## src/rtl/regfile_arb_pkg.sv

```systemverilog
// Shared types and constants for the register file port arbiter.
// Holds the arbiter state encoding and default widths.
package regfile_arb_pkg;

   localparam int ADDR_W_DEF = 5;
   localparam int DATA_W_DEF = 32;
   localparam int ZERO_REG   = 0;

   typedef enum logic [1:0] {
      IDLE,
      ARB,
      STALL,
      RESP
   } arb_state_t;

endpackage

```

## src/rtl/regfile_port_arbiter_starvation_counter.sv

```systemverilog
// Counts blocked arbitration cycles for a pending debug request.
// Ports: clear_i, inc_i in; hit_o high when count reaches MAX_WAIT-1.
module starvation_counter #(
   parameter int MAX_WAIT = 8
) (
   input  logic clk,
   input  logic rst_n,
   input  logic clear_i,
   input  logic inc_i,
   output logic hit_o
);

   localparam logic [7:0] LAST = 8'(MAX_WAIT - 1);

   logic [7:0] cnt_q;
   logic [7:0] cnt_d;

   assign hit_o = (cnt_q == LAST);

   // Holds at LAST instead of wrapping.
   always_comb begin
      cnt_d = cnt_q;
      if (clear_i)
         cnt_d = '0;
      else if (inc_i && !hit_o)
         cnt_d = cnt_q + 8'd1;
   end

   always_ff @(posedge clk or negedge rst_n) begin
      if (!rst_n)
         cnt_q <= '0;
      else
         cnt_q <= cnt_d;
   end

endmodule

```

## src/rtl/regfile_port_arbiter.sv

```systemverilog
// Shares the register file ports between the core and a debug requester.
// Core side: core_*; debug side: dbg_*; register file side: rf_*.
module regfile_port_arbiter
   import regfile_arb_pkg::*;
#(
   parameter int ADDR_W   = ADDR_W_DEF,
   parameter int DATA_W   = DATA_W_DEF,
   parameter int MAX_WAIT = 8
) (
   input  logic              clk,
   input  logic              rst_n,
   input  logic              core_rd_en,
   input  logic [ADDR_W-1:0] core_a1,
   input  logic [ADDR_W-1:0] core_a2,
   input  logic              core_we,
   input  logic [ADDR_W-1:0] core_a3,
   input  logic [DATA_W-1:0] core_wd,
   output logic [DATA_W-1:0] core_rd1,
   output logic [DATA_W-1:0] core_rd2,
   output logic              core_stall,
   input  logic              dbg_req,
   input  logic              dbg_we,
   input  logic [ADDR_W-1:0] dbg_addr,
   input  logic [DATA_W-1:0] dbg_wdata,
   output logic              dbg_gnt,
   output logic              dbg_rvalid,
   output logic [DATA_W-1:0] dbg_rdata,
   output logic [ADDR_W-1:0] rf_a1,
   output logic [ADDR_W-1:0] rf_a2,
   output logic [ADDR_W-1:0] rf_a3,
   output logic              rf_we3,
   output logic [DATA_W-1:0] rf_wd3,
   input  logic [DATA_W-1:0] rf_rd1,
   input  logic [DATA_W-1:0] rf_rd2
);

   arb_state_t        state_q;
   arb_state_t        state_d;
   logic [DATA_W-1:0] rdata_q;
   logic [DATA_W-1:0] rdata_d;
   logic              busy;
   logic              access;
   logic              hit;

   // The port the debug access needs is the one the core may occupy.
   assign busy   = dbg_we ? core_we : core_rd_en;
   assign access = (state_q == STALL) ||
                   ((state_q == ARB) && dbg_req && !busy);

   starvation_counter #(
      .MAX_WAIT (MAX_WAIT)
   ) u_starve (
      .clk     (clk),
      .rst_n   (rst_n),
      .clear_i (state_q == IDLE),
      .inc_i   ((state_q == ARB) && dbg_req && busy),
      .hit_o   (hit)
   );

   assign rf_a2      = core_a2;
   assign core_rd1   = rf_rd1;
   assign core_rd2   = rf_rd2;
   assign core_stall = (state_q == STALL);
   assign dbg_gnt    = access;
   assign dbg_rvalid = (state_q == RESP);
   assign dbg_rdata  = rdata_q;

   always_comb begin
      rf_a1  = core_a1;
      rf_a3  = core_a3;
      rf_wd3 = core_wd;
      rf_we3 = core_we;
      if (access && !dbg_we)
         rf_a1 = dbg_addr;
      if (access && dbg_we) begin
         rf_a3  = dbg_addr;
         rf_wd3 = dbg_wdata;
         rf_we3 = (dbg_addr != ADDR_W'(ZERO_REG));
      end
   end

   always_comb begin
      rdata_d = rdata_q;
      if (access && !dbg_we)
         rdata_d = rf_rd1;
   end

   always_comb begin
      state_d = state_q;
      unique case (state_q)
         IDLE: if (dbg_req) state_d = ARB;
         ARB: begin
            if (!dbg_req)
               state_d = IDLE;
            else if (!busy)
               state_d = dbg_we ? IDLE : RESP;
            else if (hit)
               state_d = STALL;
         end
         STALL: state_d = dbg_we ? IDLE : RESP;
         RESP:  state_d = IDLE;
         default: state_d = IDLE;
      endcase
   end

   always_ff @(posedge clk or negedge rst_n) begin
      if (!rst_n) begin
         state_q <= IDLE;
         rdata_q <= '0;
      end else begin
         state_q <= state_d;
         rdata_q <= rdata_d;
      end
   end

endmodule
```

## config.mk

```make
export PLATFORM = sky130hd
export DESIGN_NAME = regfile_port_arbiter
export DESIGN_NICKNAME = d
export VERILOG_FILES = /design/src/rtl/regfile_arb_pkg.sv /design/src/rtl/regfile_port_arbiter_starvation_counter.sv /design/src/rtl/regfile_port_arbiter.sv
export SDC_FILE = /design/constraint.sdc
export NUM_CORES = 1
export LEC_CHECK = 0
export BUFFER_PORTS_ARGS = -buffer_cell sky130_fd_sc_hd__buf_4
export CAP_MARGIN = 20
export CELL_PAD_IN_SITES_DETAIL_PLACEMENT = 0
export CELL_PAD_IN_SITES_GLOBAL_PLACEMENT = 1
export CORE_AREA = 2 2 116 118
export CTS_CLUSTER_DIAMETER = 100
export DETAILED_ROUTE_END_ITERATION = 10
export DIE_AREA = 0 0 118 120
export GPL_ROUTABILITY_DRIVEN = 0
export PLACE_DENSITY = 0.77
export SYNTH_ARGS = -nofsm -noshare
export SYNTH_HDL_FRONTEND = slang
export SYNTH_SLANG_ARGS = --single-unit
```

## constraint.sdc

```tcl
create_clock -name clk -period 2.68 [get_ports clk]
set_input_delay 0.536 -clock clk [delete_from_list [all_inputs] [get_ports clk]]
set_output_delay 0.536 -clock clk [all_outputs]
set_load 0.01 [all_outputs]
```

Word-level counts from Yosys, hierarchy flattened
Index checks and enable logic that the tools add are counted.
Storage, ports and cells
  flip-flop bits (word level): 42
  bits of input ports: 154
  output and inout port bits: 147
  word-level logic and storage cells: 37
Cells by class
  add/subtract/negate cells: 1
  eq/ne operators: 6
  multiplexer cells: 13
  reduce and logical (&&, ||, !) cells: 14
Operators by type and width (number)
  32-bit two-way mux: 1
  8-bit two-way mux: 2
  2-bit two-way mux: 5
  5-bit two-way mux: 2
  8-bit by 1-bit adder with 8-bit output, second input constant: 1
  8-bit by 3-bit == test with 1-bit output, second input constant: 1
  2-bit one-hot mux with 4 select lines: 1
  1-bit logical AND: 6
  5-bit nonzero test: 1
  2-bit == test, second input constant: 2
  4-bit by 3-bit inequality test with 1-bit output, second input constant: 1
  1-bit logical NOT: 3
  2-bit by 1-bit == test with 1-bit output, second input constant: 1
  2-bit logical NOT: 1
  1-bit two-way mux: 2
  2-bit inequality test, second input constant: 1
  2-bit AND reduction: 1
  2-bit nonzero test: 1
  1-bit logical OR: 1

Depth between registers and ports, before layout
  depth in word-level cells: 6
  gate-level depth with buffers: 7
  gate-level depth less buffers: 5

Cells and area by module
A second synthesis with hierarchy kept.
Second synthesis, totals
  cells, all modules: 254
  area, all modules: 3191.8 um^2
By module, submodules not included
  regfile_port_arbiter: times used 1, cells each 210, area an instance 2751.4 um^2, sequential area each 850.8 um^2
  starvation_counter: times used 1, cells each 44, area an instance 440.4 um^2, sequential area each 200.2 um^2

Worst setup path after synthesis
OpenSTA, ideal clock, no wires.
  path type: input -> output
  from: in dbg_we
  to: out rf_a1[0]
  arrival: 2.053 ns
  path slack: 0.091 ns
  stages: 7
  cells stage by stage: buf_2 mux2_4 o21ai_4 and2b_1 buf_6 buf_8 mux2_2
On the way
  longest elaborated chain between the ends: 6
RTL lines
  start, declared: line regfile_port_arbiter.sv:22  | input logic dbg_we,
  1-bit two-way mux: line regfile_port_arbiter.sv:46  | assign busy = dbg_we ? core_we : core_rd_en;
  1-bit logical NOT
  1-bit logical AND: line regfile_port_arbiter.sv:48  | ((state_q == ARB) && dbg_req && !busy);
  1-bit logical OR: line regfile_port_arbiter.sv:47  | assign access = (state_q == STALL) ||
  net dbg_gnt: line regfile_port_arbiter.sv:25  | output logic dbg_gnt,
  1-bit logical AND: line regfile_port_arbiter.sv:73  | if (access && !dbg_we)
  5-bit two-way mux: line regfile_port_arbiter.sv:73
  end, declared: line regfile_port_arbiter.sv:28  | output logic [ADDR_W-1:0] rf_a1,
The timed path passes the listed nets, and every way through them passes these cells.

Final worst setup path
  from: reg state_q[1]
  to: out rf_a1[3]
On the way
  longest elaborated chain between the ends: 6
RTL lines
  start, declared: line regfile_port_arbiter.sv:37  | arb_state_t state_q;
  start signal, assigned: line regfile_port_arbiter.sv:111  | state_q <= state_d;
  2-bit by 1-bit == test with 1-bit output: line regfile_port_arbiter.sv:48
  1-bit logical AND (2 in series): line regfile_port_arbiter.sv:48
  1-bit logical OR (*): line regfile_port_arbiter.sv:47
  1-bit logical AND (*): line regfile_port_arbiter.sv:73
  5-bit two-way mux (*): line regfile_port_arbiter.sv:73
Every way passes the cells marked *; elsewhere a longest branch is shown, timed or not.

==> impl_metrics.ini <==
[sta]
grt_setup_unrepaired = no
hold_violations = 0
tns_ns = 0
finalCritPeriodShare_pct = 94.52
slew_viol_final = 0
clock_skew_ns = 0.009013
setup_violations = 0
worst_slew_pin_slew_ns = 0.5490
slew_headroom_pct = 63.40
layout_setup_ws_ns = 0.1470
final.min_clock_period_ns = 2.533
max_freq_ghz = 0.3948

[detailed_routing]
postRouteAntennaNets = 0
via_count = 2494
drc = 0
wl_per_cell_um = 18.35
totalWireLength_um = 10770
avgViaCountPerCell = 4.249
drt_iter0_markers = 121
firstDrtPassIters = 4

[yosys]
synth.yosys.warnings = 0
synth_seq_cells = 42
synth_edf_count = 0
ys.flop_type = dfrtp_1
yosys.cell_types.count = 36
synth_area_leaders = dfrtp_1, mux2_2, buf_4
syn-num-nets = 406
netlist_instances = 251
syn_area_mm2 = 0.002861
yosysMostFrequentCell = mux2_2
synth-xor-area-share_pct = 0.9182
yosys.area.top_type = dfrtp_1
synth_top_area_share_pct = 36.73
synth_mux_area_share_pct = 30.35
synth.avg_cell_area_um2 = 11.40
synth_top_family_by_area = multiplexers
synth_common_cells = mux2_2, buf_4, dfrtp_1
yosys.area_share.simple_pct = 6.340
synthArstFlopShare_pct = 100.0
synth-adder-area-share_pct = 0.4373
synth_compound_area_share_pct = 3.804
synth.yosys.seq_area_share_pct = 36.73

[power_and_ir_drop]
p_clk_share_pct = 18.8
switching_power_uw = 1121
p_total_uw = 3375
combinationalPowerShare_pct = 50.1
internal_power_uw = 2254
irDropWorstVdd_mv = 0.4559
power.density_mw_per_mm2 = 772.4
leakagePower_uw = 0.002137
p_sw_share_pct = 33.20
power_frac_seq_pct = 31.1

[layout]
final_nets = 565
drive_gt1_share_pct = 77.13
areaGrowthSynthToFinish_pct = 52.69
instances_no_fill = 587
n_antenna_cell = 0

[flow_run]
cap_violations = 0

[place]
place_inst = 578
dp_hpwl_um = 9089
pre_cts_slack_ns = 0.1315
io_buffer_count = 226

[setup_path]
end_kind = primary output
cpLargestDelayFamily = simple AND/OR/NAND/NOR gates
crit_fanout = 9
required_ns = 2.14
critPathMaxStageDelay_ns = 0.42
path_buf_inv = 1
crit_chain = nand3b_1, o21ai_4, and2b_4, mux2_2, buf_4
path_class = flip-flop to primary output
cp.arrival_ns = 2.00
critPathLaunchType = flip-flop
cp_slowest_cell = dfrtp_1

[cts]
cts_root_buf = clkbuf_16
clk_pin_slew_ns = 0.07
cts_buffers = 5
cts.sinks = 42
clockBufferDepth = 2
insertion_delay_ns = 0.29
cts_tree = built
htree_levels = 2

[global_routing]
antenna_found_initial = 1
grt_pass1_wl_um = 15880
grt_max_degree = 43
grt-ovfl-total = 0
first_global_vias = 2599
grt_use_total_pct = 14.82

[hold_path]
hold_path_class = input pin to asynchronous set/reset pin

[floorplanning]
fp.dieW_um = 118
start_util_pct = 22.05
dieArea_mm2 = 0.01416
core_mm2 = 0.01298
rows = 42
fp.dieH_um = 120
io-pin-count = 301

[outcome]
status = finished, final reports clean
[state kept, by name (all words and copies together) (netlist names)]
| name | flops |
|---|---|
| state_q | 2 |
| dbg_rdata | 32 |
| u_starve.cnt_q | 8 |
[path summary, 6_finish.rpt]
path                                 endpoint  depth (start not counted)  slack, ns         start
worst max-delay path                 rf_a1[3]                          5       0.15    state_q[1]
worst max register to register  dbg_rdata[31]                          5       0.55    state_q[1]
min in group clk                dbg_rdata[17]                          2       0.49    rf_rd1[17]
worst min register to register   dbg_rdata[0]                          1       0.51  dbg_rdata[0]
max in group asynchronous       dbg_rdata[29]                          1       2.06         rst_n
worst min-delay path            dbg_rdata[11]                          1       0.23         rst_n
[final cells by class]
cell class | count | area, um2
Sequential cell | 42 | 1051
Timing Repair Buffer | 230 | 1739
Clock inverter | 2 | 16.27
Fill cell | 1338 | 8611
Multi-Input combinational cell | 130 | 1200
Tap cell | 176 | 220.2
Clock buffer | 6 | 138.9
Inverter | 1 | 3.754
[per-layer routing]
| metal | share of wire (%) | vias to the layer above | wire [um] | track usage [%] |
|---|---|---|---|---|
| li1 | - | 1120 | - | - |
| met3 | 12 | 17 | 1302 | 6.559 |
| met4 | 3.0 | 2 | 327 | 6.401 |
| met1 | 37 | 1171 | 3964 | 16.45 |
| met2 | 48 | 184 | 5166 | 24.67 |
| met5 | 0.093 | - | 10 | 0 |
[power groups by stage]
stage	Sequential, uW	Clock (uW)	Combinational, uW
global route	1090	687	1820
CTS	1050	656	1720
detailed placement	1060	0	1710
floorplan	1160	0	810
finish	1050	633	1690
global placement	1050	0	1690
[worst register-to-register path: stages, from the launching register on]
cell and delay, ns:
dfrtp_1 0.42, nand3b_1 0.28, o21ai_4 0.25, and2b_4 0.27, buf_4 0.39, mux2_2 0.41
[metrics by stage]
stage / util, % / area (um2) / hold slack [ns]
2_1_floorplan: - / 2861 / 0.2404
5_1_grt: 33.66 / 4369 / 0.2817
3_5_place_dp: 32.40 / 4205 / 0.4967
3_3_place_gp: 32.40 / 4205 / 0.4919
4_1_cts: 33.65 / 4368 / 0.2540
6_report: 33.66 / 4369 / 0.2314
[placed cells by master, fill, tap and decap left out, drive strengths merged]
cell / Yosys / layout
nor4: 2 / 2
or2: 1 / 1
and2: 1 / 1
o211ai: 1 / 1
a21oi: 4 / 4
o41ai: 1 / 1
clkbuf: 0 / 6
xnor2: 3 / 3
ha: 1 / 1
dfrtp: 42 / 42
nand2: 6 / 6
o32a: 1 / 1
mux2: 75 / 75
a41o: 1 / 1
buf: 78 / 230
a31oi: 2 / 2
nand3b: 1 / 1
nor2b: 1 / 1
or3: 2 / 2
o21ai: 4 / 4
nor3: 1 / 1
nor2: 8 / 8
clkinvlp: 0 / 1
inv: 1 / 2
mux2i: 2 / 2
and2b: 1 / 1
nor4b: 1 / 1
or4: 2 / 2
nand3: 4 / 4
nand2b: 3 / 3
o22a: 1 / 1
[logic make-up after synthesis]
group,count (synthesis)
AND/OR/NAND/NOR,34
adder cells (fa/ha/maj),1
XOR/XNOR,3
flip-flops,42
multiplexers,77
buffers and inverters,79
AO/OA/AOI/OAI,15
[timing repair]
| item | CTS | global route |
|---|---|---|
| gates cloned | 0 | 0 |
| hold buffers | 0 | 0 |
| gates resized for setup | 0 | 1 |
| setup endpoints to repair | 2 | 5 |
| buffers inserted | 1 | 0 |
Power figures use the tool's default switching activity.
